==> config.mk <==
export PLATFORM = sky130hd
export DESIGN_NAME = uart_receiver_flat
export DESIGN_NICKNAME = d
export VERILOG_FILES = /design/src/rtl/uart_receiver_if.sv /design/src/rtl/uart_receiver.sv /design/src/flat_wrapper.sv
export SDC_FILE = /design/constraint.sdc
export NUM_CORES = 1
export LEC_CHECK = 0
export BUFFER_PORTS_ARGS = -buffer_cell sky130_fd_sc_hd__buf_2
export CAP_MARGIN = 20
export CORE_MARGIN = 2
export CORE_UTILIZATION = 45
export DETAILED_ROUTE_END_ITERATION = 10
export MAX_ROUTING_LAYER = met4
export PLACE_DENSITY = 0.76
export SLEW_MARGIN = 5
export SYNTH_ARGS = -nofsm -noshare
export SYNTH_HDL_FRONTEND = slang
export SYNTH_SLANG_ARGS = --single-unit
==> constraint.sdc <==
create_clock -name clk_i -period 1.5 [get_ports clk_i]
set_input_delay 0.225 -clock clk_i [delete_from_list [all_inputs] [get_ports clk_i]]
set_output_delay 0.225 -clock clk_i [all_outputs]
set_load 0.02 [all_outputs]
==> src/rtl/uart_receiver_if.sv <==
// uart_receiver_if
//   Delivery bundle between the UART receive engine and the register/FIFO
//   layer. Signal names match the receiver's historical output ports.
//
//   rx_data_o    received word, right-aligned, unused MSBs zero
//   rx_valid_o   one-cycle pulse qualifying data and both error flags
//   parity_err_o parity mismatch for the delivered word
//   frame_err_o  a stop bit was sampled low
//   rx_busy_o    receiver is inside a frame
//
//   master: the receiver (drives everything)
//   slave : the consumer (observes everything)
interface uart_receiver_if #(
    parameter int unsigned DATA_BITS = 8
);
    logic [DATA_BITS-1:0] rx_data_o;
    logic                 rx_valid_o;
    logic                 parity_err_o;
    logic                 frame_err_o;
    logic                 rx_busy_o;

    modport master (
        output rx_data_o,
        output rx_valid_o,
        output parity_err_o,
        output frame_err_o,
        output rx_busy_o
    );

    modport slave (
        input rx_data_o,
        input rx_valid_o,
        input parity_err_o,
        input frame_err_o,
        input rx_busy_o
    );
endinterface

==> src/rtl/uart_receiver.sv <==
// uart_receiver
//   Serial-to-parallel UART receive engine driven by a 16x oversampling tick.
//   Validates the start bit at its midpoint, samples every following bit one
//   bit-time later (its midpoint), and delivers one word per frame together
//   with parity and framing status.
//
//   clk_i         system clock, rising edge
//   rst_i         synchronous active-high reset
//   ov_baud_rt_i  16x baud tick, one clk_i cycle wide
//   rx_i          asynchronous serial line, idle high
//   data_len_i    word length 00=5 .. 11=8, clamped to DATA_BITS
//   parity_en_i   a parity bit follows the data
//   parity_odd_i  1 = odd parity, 0 = even parity
//   stop_bits_i   0 = one stop bit, 1 = two stop bits
//   rx_if         delivery bundle (data, valid pulse, error flags, busy)
module uart_receiver #(
    parameter int unsigned DATA_BITS = 8
) (
    input  logic                   clk_i,
    input  logic                   rst_i,
    input  logic                   ov_baud_rt_i,
    input  logic                   rx_i,
    input  logic [1:0]             data_len_i,
    input  logic                   parity_en_i,
    input  logic                   parity_odd_i,
    input  logic                   stop_bits_i,
    uart_receiver_if.master        rx_if
);

    localparam logic [2:0] ST_IDLE   = 3'd0;
    localparam logic [2:0] ST_START  = 3'd1;
    localparam logic [2:0] ST_DATA   = 3'd2;
    localparam logic [2:0] ST_PARITY = 3'd3;
    localparam logic [2:0] ST_STOP   = 3'd4;

    logic                 rx_meta;
    logic                 rx_s;
    logic [2:0]           state;
    logic [3:0]           tick_cnt;
    logic [2:0]           bit_idx;
    logic [DATA_BITS-1:0] shift_data;

    // Frame configuration, captured at start detection.
    logic [2:0]           cfg_last_idx;
    logic                 cfg_par_en;
    logic                 cfg_par_odd;
    logic                 cfg_two_stop;

    logic                 stop_second;
    logic                 par_err_acc;
    logic                 frm_err_acc;

    logic [DATA_BITS-1:0] rx_data_q;
    logic                 rx_valid_q;
    logic                 par_err_q;
    logic                 frm_err_q;

    logic [3:0]           req_len;
    logic [2:0]           last_idx_in;
    logic                 mid_start;
    logic                 mid_bit;

    // Requested word length clamped to the implemented width.
    always_comb begin
        req_len = {2'b00, data_len_i} + 4'd5;
        if (req_len > 4'(DATA_BITS)) begin
            req_len = 4'(DATA_BITS);
        end
        last_idx_in = 3'(req_len - 4'd1);
    end

    // Count 7 is eight ticks after start detection (mid start bit); count 15
    // is sixteen ticks after the previous sample (mid of every later bit).
    assign mid_start = ov_baud_rt_i && (tick_cnt == 4'd7);
    assign mid_bit   = ov_baud_rt_i && (tick_cnt == 4'd15);

    always_ff @(posedge clk_i) begin
        if (rst_i) begin
            rx_meta      <= 1'b1;
            rx_s         <= 1'b1;
            state        <= ST_IDLE;
            tick_cnt     <= '0;
            bit_idx      <= '0;
            shift_data   <= '0;
            cfg_last_idx <= '0;
            cfg_par_en   <= 1'b0;
            cfg_par_odd  <= 1'b0;
            cfg_two_stop <= 1'b0;
            stop_second  <= 1'b0;
            par_err_acc  <= 1'b0;
            frm_err_acc  <= 1'b0;
            rx_data_q    <= '0;
            rx_valid_q   <= 1'b0;
            par_err_q    <= 1'b0;
            frm_err_q    <= 1'b0;
        end else begin
            rx_meta    <= rx_i;
            rx_s       <= rx_meta;
            rx_valid_q <= 1'b0;

            if (ov_baud_rt_i) begin
                tick_cnt <= tick_cnt + 4'd1;
            end

            case (state)
                ST_IDLE: begin
                    if (ov_baud_rt_i && !rx_s) begin
                        tick_cnt     <= '0;
                        state        <= ST_START;
                        cfg_last_idx <= last_idx_in;
                        cfg_par_en   <= parity_en_i;
                        cfg_par_odd  <= parity_odd_i;
                        cfg_two_stop <= stop_bits_i;
                        bit_idx      <= '0;
                        // Cleared so that unused MSBs read as zero.
                        shift_data   <= '0;
                        stop_second  <= 1'b0;
                        par_err_acc  <= 1'b0;
                        frm_err_acc  <= 1'b0;
                    end
                end

                ST_START: begin
                    if (mid_start) begin
                        if (!rx_s) begin
                            tick_cnt <= '0;
                            state    <= ST_DATA;
                        end else begin
                            // Line back high at mid start bit: glitch.
                            state <= ST_IDLE;
                        end
                    end
                end

                ST_DATA: begin
                    if (mid_bit) begin
                        shift_data[bit_idx] <= rx_s;
                        if (bit_idx == cfg_last_idx) begin
                            bit_idx <= '0;
                            state   <= cfg_par_en ? ST_PARITY : ST_STOP;
                        end else begin
                            bit_idx <= bit_idx + 3'd1;
                        end
                    end
                end

                ST_PARITY: begin
                    if (mid_bit) begin
                        // Total XOR is 0 for good even parity, 1 for good odd.
                        par_err_acc <= (^shift_data) ^ rx_s ^ cfg_par_odd;
                        state       <= ST_STOP;
                    end
                end

                ST_STOP: begin
                    if (mid_bit) begin
                        if (cfg_two_stop && !stop_second) begin
                            stop_second <= 1'b1;
                            frm_err_acc <= frm_err_acc | ~rx_s;
                        end else begin
                            // Leaving at mid stop bit lets a back-to-back
                            // start edge be caught on the next tick.
                            state      <= ST_IDLE;
                            rx_valid_q <= 1'b1;
                            rx_data_q  <= shift_data;
                            par_err_q  <= par_err_acc;
                            frm_err_q  <= frm_err_acc | ~rx_s;
                        end
                    end
                end

                default: begin
                    state <= ST_IDLE;
                end
            endcase
        end
    end

    assign rx_if.rx_data_o    = rx_data_q;
    assign rx_if.rx_valid_o   = rx_valid_q;
    assign rx_if.parity_err_o = par_err_q;
    assign rx_if.frame_err_o  = frm_err_q;
    assign rx_if.rx_busy_o    = (state != ST_IDLE);

endmodule

==> src/flat_wrapper.sv <==
// flat-port wrapper written by rule: the top's interface ports become plain ports
module uart_receiver_flat 
#(
    parameter int unsigned DATA_BITS = 8
)
  (clk_i, rst_i, ov_baud_rt_i, rx_i, data_len_i, parity_en_i, parity_odd_i, stop_bits_i, rx_if_rx_data_o, rx_if_rx_valid_o, rx_if_parity_err_o, rx_if_frame_err_o, rx_if_rx_busy_o);
  uart_receiver_if #(.DATA_BITS(DATA_BITS)) rx_if_i ();
  input  logic clk_i;
  input  logic rst_i;
  input  logic ov_baud_rt_i;
  input  logic rx_i;
  input  logic [1:0] data_len_i;
  input  logic parity_en_i;
  input  logic parity_odd_i;
  input  logic stop_bits_i;
  output wire logic [$bits(rx_if_i.rx_data_o)-1:0] rx_if_rx_data_o;
  output wire logic [$bits(rx_if_i.rx_valid_o)-1:0] rx_if_rx_valid_o;
  output wire logic [$bits(rx_if_i.parity_err_o)-1:0] rx_if_parity_err_o;
  output wire logic [$bits(rx_if_i.frame_err_o)-1:0] rx_if_frame_err_o;
  output wire logic [$bits(rx_if_i.rx_busy_o)-1:0] rx_if_rx_busy_o;
  assign rx_if_rx_data_o = rx_if_i.rx_data_o;
  assign rx_if_rx_valid_o = rx_if_i.rx_valid_o;
  assign rx_if_parity_err_o = rx_if_i.parity_err_o;
  assign rx_if_frame_err_o = rx_if_i.frame_err_o;
  assign rx_if_rx_busy_o = rx_if_i.rx_busy_o;
  uart_receiver #(.DATA_BITS(DATA_BITS)) u_core (.clk_i(clk_i), .rst_i(rst_i), .ov_baud_rt_i(ov_baud_rt_i), .rx_i(rx_i), .data_len_i(data_len_i), .parity_en_i(parity_en_i), .parity_odd_i(parity_odd_i), .stop_bits_i(stop_bits_i), .rx_if(rx_if_i));
endmodule
Word level (Yosys, flattened, before mapping). Index checks and enable logic that the tools add are counted.

Register bits after elaboration: 40. Input bits: 9. Output and inout bits: 12. Logic and storage cells: 102.

Add/subtract/negate cells: 4. Magnitude comparators: 3. Equality and inequality tests: 15. Mux-type cells: 36. Bitwise operators: 7. Reductions and logical operators: 20.

Operators with widths (count): two-way mux 3 bit (12); two-way mux 4 bit (4); two-way mux 8 bit (2); case mux 8 bit (2 select lines) (1); case mux 3 bit (5 select lines) (1); inequality test 2 x 1 -> 1 bit (second input constant) (7); AND reduction 3 bit (3); bitwise mux 8 bit (1); two-way mux 1 bit (8); case mux 4 bit (2 select lines) (1); parity 8 bit (1); AND reduction 7 bit (1); equality test 3 x 2 -> 1 bit (second input constant) (2); case mux 1 bit (2 select lines) (3); case mux 3 bit (2 select lines) (1); nonzero test 2 bit (3); logical AND 1 bit (5); adder 2 x 3 -> 4 bit (second input constant) (1); adder 4 x 1 -> 4 bit (second input constant) (1); equality test 4 x 3 -> 1 bit (second input constant) (1); equality test 4 bit (second input constant) (1); > comparator 4 bit (second input constant) (1); < comparator 3 x 4 -> 1 bit (second input constant) (1); inverter 1 bit (4); 17 further kinds (19).

Depth between registers and ports, before layout.
Depth after elaboration: 7. Mapped depth: 6. Mapped depth without buffers: 5.

Worst setup path after synthesis. OpenSTA, ideal clock, no wires.

Path kind: flip-flop to flip-flop. Start point: register u_core.state[0]. End point: register u_core.rx_data_q[3], in the netlist u_core.rx_if.rx_data_o[3]. Setup time: 0.128 ns. Arrival: 1.449 ns. Data required time: 1.372 ns. Setup slack: -0.076 ns. Cell stages (with the launch flop): 7. Buffers on the path: 2. Clock period less this slack: 1.576 ns. Path through: dfxtp_1 > buf_2 > or3b_4 > nor3_2 > buf_4 > mux2i_1 > nor2_1.

Word-level cells in the longest chain between the ends: 2.

Ends and longest elaborated chain: start: declaration (RTL line uart_receiver.sv:38) `logic [2:0] state;`; start signal: assignment (RTL line uart_receiver.sv:140) `state <= cfg_par_en ? ST_PARITY : ST_STOP;`; equality test 3 bit (RTL line uart_receiver.sv:105) `case (state)`; AND reduction 3 bit (no source line); end signal: assignment (RTL line uart_receiver.sv:165) `rx_data_q <= shift_data;`; end: declaration (RTL line uart_receiver.sv:53) `logic [DATA_BITS-1:0] rx_data_q;`.

No other way between the ends. A chain may end at the register's enable or synchronous reset.

Worst setup path after layout.
Start point: register u_core.state[0]. End point: register u_core.bit_idx[0].

Word-level cells in the longest chain between the ends: 3. Elaborated cells between the ends (all ways): 7. Classes of those cells: 3 x eq/ne; 1 x mux; 3 x reduce/logical.

Ends and longest elaborated chain: equality test 3 x 2 -> 1 bit or logical NOT 3 bit (tied branches) (RTL line uart_receiver.sv:105); inequality test 2 x 1 -> 1 bit (no source line) or nonzero test 2 bit (tied branches); AND reduction 3 bit (no source line); end signal: assignment (RTL line uart_receiver.sv:142) `bit_idx <= bit_idx + 3'd1;`; end: declaration (RTL line uart_receiver.sv:40) `logic [2:0] bit_idx;`.

Parallel ways exist; a longest one is shown, timed or not.

==> reports/qor.yml <==
clock_network:
  reg_clk_slew_reported_paths_ns: 0.08
  number_of_buffers_on_the_longest_clock_path: 2
  ctsRootBufferMaster: "sky130_fd_sc_hd__clkbuf_8"
  cts_tree: "yes"
  tritoncts_num_sinks: 40
  cts_h_tree_depth: 2
  cts_made_buffers: 5
  clk_latency_ns: 0.30
final_layout:
  number_of_antenna_diodes: 0
  multi_input_comb_area_um2: 1220
  layout.nets: 279
  synthToLayoutAreaGrowth_pct: 28.5
  share_of_post_route_cells_with_drive_strength_above_1_pct: 35.2
  instances_no_fill: 319
  final_layout_fill_cell_count: 357
  area.sequential_um2: 815
critical_path:
  path_depth: 4
  setup.worst_path.class: "flip-flop to flip-flop"
  cpLargestDelayFamily: "simple AND/OR/NAND/NOR gates"
  cp.arrival_ns: 1.79
  sum_of_buffers_and_inverters_on_the_critical_path: 0
  crit_path_start: "u_core.state[0]"
  critical_path_cell_list: "or3b_4 > a31oi_4 > or3b_1 > a21oi_1"
  cpPeakStageDelay_ns: 0.47
  cp_data_required_time_ns: 1.73
  worst_setup_path_start_kind: "flip-flop"
  setup.worst_path.end_class: "flip-flop"
  cp_max_fo: 8
  worstSetupEndpoint: "u_core.bit_idx[0]"
  ff2ff_path_depth: 4
  critical-path-slowest-cell: "sky130_fd_sc_hd__or3b_4"
  regToRegStartpoint: "u_core.state[0]"
  r2r-end: "u_core.bit_idx[0]"
  reg2reg_setup_slack_ns: -0.07
routing:
  wire_per_inst_um: 14.1
  final_antenna_net_count: 0
  detail_route.iter0.violations: 168
  drc: 0
  totalWireLength_um: 4490
  first_pass_drt_iterations: 4
  via_to_cell_ratio: 5.47
  num_vias: 1745
min_path:
  min_path_cells: 2
  hold_class: "input pin to flip-flop"
synth:
  synth_fp_nets: 232
  ys.flop_type: "sky130_fd_sc_hd__dfxtp_1"
  portion_of_synthesized_cell_area_occupied_by_the_leading_cell_type_pct: 39.4
  synth_sequential_area_ratio_pct: 39.4
  edff_count_synth: 0
  synthTopCellsByArea: "sky130_fd_sc_hd__dfxtp_1 39%, sky130_fd_sc_hd__mux2i_1 6.9%, sky130_fd_sc_hd__a21oi_1 5.2%"
  async_set_reset_flop_share_out_of_synthesis_pct: 0
  synth_top_cells_by_count: "40 x sky130_fd_sc_hd__dfxtp_1, 25 x sky130_fd_sc_hd__nor2_1, 21 x sky130_fd_sc_hd__a21oi_1"
  synth.lib_cells_used.distinct: 52
  yosysMostFrequentCell: "sky130_fd_sc_hd__dfxtp_1"
  synth.ff_latch_count: 40
  synthesis.area_um2: 2030
  synthesis.yosys.warnings: 0
  post_synth_inst_count: 219
  avgSynthCellArea_um2: 9.28
  synth_largest_area_cell: "sky130_fd_sc_hd__dfxtp_1"
floorplanning:
  floorplan.die.height_um: 71.2
  coreArea_um2: 4350
  die_area_um2: 5070
  floorplan.initialDensity_pct: 46.7
  die_x_um: 71.2
  num_io_pins: 21
  fp-row-count: 24
timing:
  finalSetupViolCount: 7
  fin_crit_ns: 1.57
  max_clock_freq_ghz: 0.639
  worst_slack_ns: -0.0659
  rsz0062_at_grt: "true"
  max_slew.worst_pin.slew_ns: 0.458
  relative_slew_margins_pct: 69.4
  final-hold-violation-count: 0
  maxSlewViolCount: 0
  final_min_period_over_clock_period_pct: 104
  timing.clock.skew_ns: 0.00646
  tns_ns: -0.124
power:
  power.leakage_nw: 1.01
  sw_frac_of_total_pct: 24.4
  combinationalPowerShare_pct: 8.6
  clkPwrFrac_pct: 37.5
  power_density_nw_per_um2: 775
  p_int_mw: 1.53
  p_switching_uw: 494
  power_frac_seq_pct: 53.8
  vdd_drop_max_mv: 0.561
grt:
  first_global_vias: 1745
  grt_use_total_pct: 19.6
  grt_start_max_net_pins: 22
  antenna_found_initial: 0
  globalRoute.totalOverflow: 0
  global_route_wire_length_before_repair_um: 7670
job:
  maxCapViolations: 0
status:
  result_of_the_run: "complete, but fails checks"
  violations: "negative setup slack"
placement:
  place_congestion: 0.985
  dp_hpwl_um: 3120
  portBuffers: 20
  dpl.cell_count: 310
==> final cells by class <==
| cell class | instances | share of cell area [%] |
|---|---|---|
| Multi-Input combinational cell | 158 | 46.6 |
| Inverter | 6 | 0.862 |
| Tap cell | 52 | 2.49 |
| Clock buffer | 7 | 3.30 |
| Timing Repair Buffer | 55 | 15.3 |
| Sequential cell | 40 | 31.2 |
| Clock inverter | 1 | 0.287 |
==> logic make-up after synthesis <==
family                   after synthesis  synth area share (%)
adder cells (fa/ha/maj)                4                  2.46
buffers and inverters                 21                  6.34
AND/OR/NAND/NOR                       72                  20.9
AO/OA/AOI/OAI                         54                  17.3
multiplexers                          14                  6.89
XOR/XNOR                              14                  6.71
flip-flops                            40                  39.4
==> registers in the layout (all words and copies together) (netlist names), 3 cells and up <==
register / flops
u_core.rx_if.rx_data_o: 8
u_core.state: 3
u_core.cfg_last_idx: 3
u_core.tick_cnt: 4
u_core.shift_data: 8
u_core.bit_idx: 3
==> worst register-to-register path, delay by kind of cell (launching register included) <==
family | cells | cell delay, ns
AND/OR/NAND/NOR | 2 | 0.82
flip-flops | 1 | 0.38
AO/OA/AOI/OAI | 2 | 0.31
==> per-stage QoR <==
step | utilization (%) | area [um2] | hold WS (ns) | setup slack, ns | total power, mW
after global routing | 60.0 | 2610 | 0.103 | -0.120 | 2.09
after detailed placement | 55.5 | 2420 | 0.398 | -0.0878 | 1.27
after CTS | 59.3 | 2580 | 0.108 | -0.0342 | 2.03
final | 60.0 | 2610 | 0.107 | -0.0659 | 2.03
after global placement | 55.5 | 2420 | 0.396 | -0.0522 | 1.27
after floorplan | - | 2090 | 0.329 | -0.0245 | 1.22
==> layer usage <==
metal  up-vias  GRT usage [%]  routed length, um
met5         -              -                  0
met1       813           22.8               2030
met4         0           8.81                112
li1        877              -                  -
met3        12           5.63                208
met2        43           31.5               2140
==> cell usage in the layout, fill, tap and decap left out, types with 5 or more instances in the layout <==
cell type	Yosys	final
sky130_fd_sc_hd__nand2_1	10	10
sky130_fd_sc_hd__buf_4	2	30
sky130_fd_sc_hd__o21ai_1	8	8
sky130_fd_sc_hd__xnor2_1	9	6
sky130_fd_sc_hd__buf_2	4	20
sky130_fd_sc_hd__inv_1	5	5
sky130_fd_sc_hd__clkbuf_8	0	6
sky130_fd_sc_hd__dfxtp_2	0	5
sky130_fd_sc_hd__dfxtp_1	40	33
sky130_fd_sc_hd__a21oi_1	21	21
sky130_fd_sc_hd__mux2i_1	14	14
sky130_fd_sc_hd__nor2_1	25	24
==> worst min path at each step <==
stage / from / slack (ns) / to
finish: rx_i / 0.11 / u_core.rx_meta
global route: rx_i / 0.10 / u_core.rx_meta
CTS: rx_i / 0.11 / u_core.rx_meta
detailed placement: u_core.rx_meta / 0.40 / u_core.rx_s
global placement: u_core.rx_meta / 0.40 / u_core.rx_s
floorplan: rx_i / 0.33 / u_core.rx_meta
==> power groups by stage <==
stage / combinational, mW / clock [mW] / sequential [mW]
global placement: 0.157 / 0 / 1.11
floorplan: 0.106 / 0 / 1.11
finish: 0.175 / 0.760 / 1.09
detailed placement: 0.161 / 0 / 1.11
global route: 0.194 / 0.807 / 1.09
CTS: 0.170 / 0.774 / 1.09
==> repair_timing <==
| action | in CTS | in global routing |
|---|---|---|
| hold buffers | 0 | 0 |
| setup endpoints to repair | 31 | 35 |
| pin swaps | 6 | 3 |
| buffers inserted | 1 | 0 |
| resized for setup | 17 | 8 |
No activity file was read; power rests on OpenSTA's default activity.
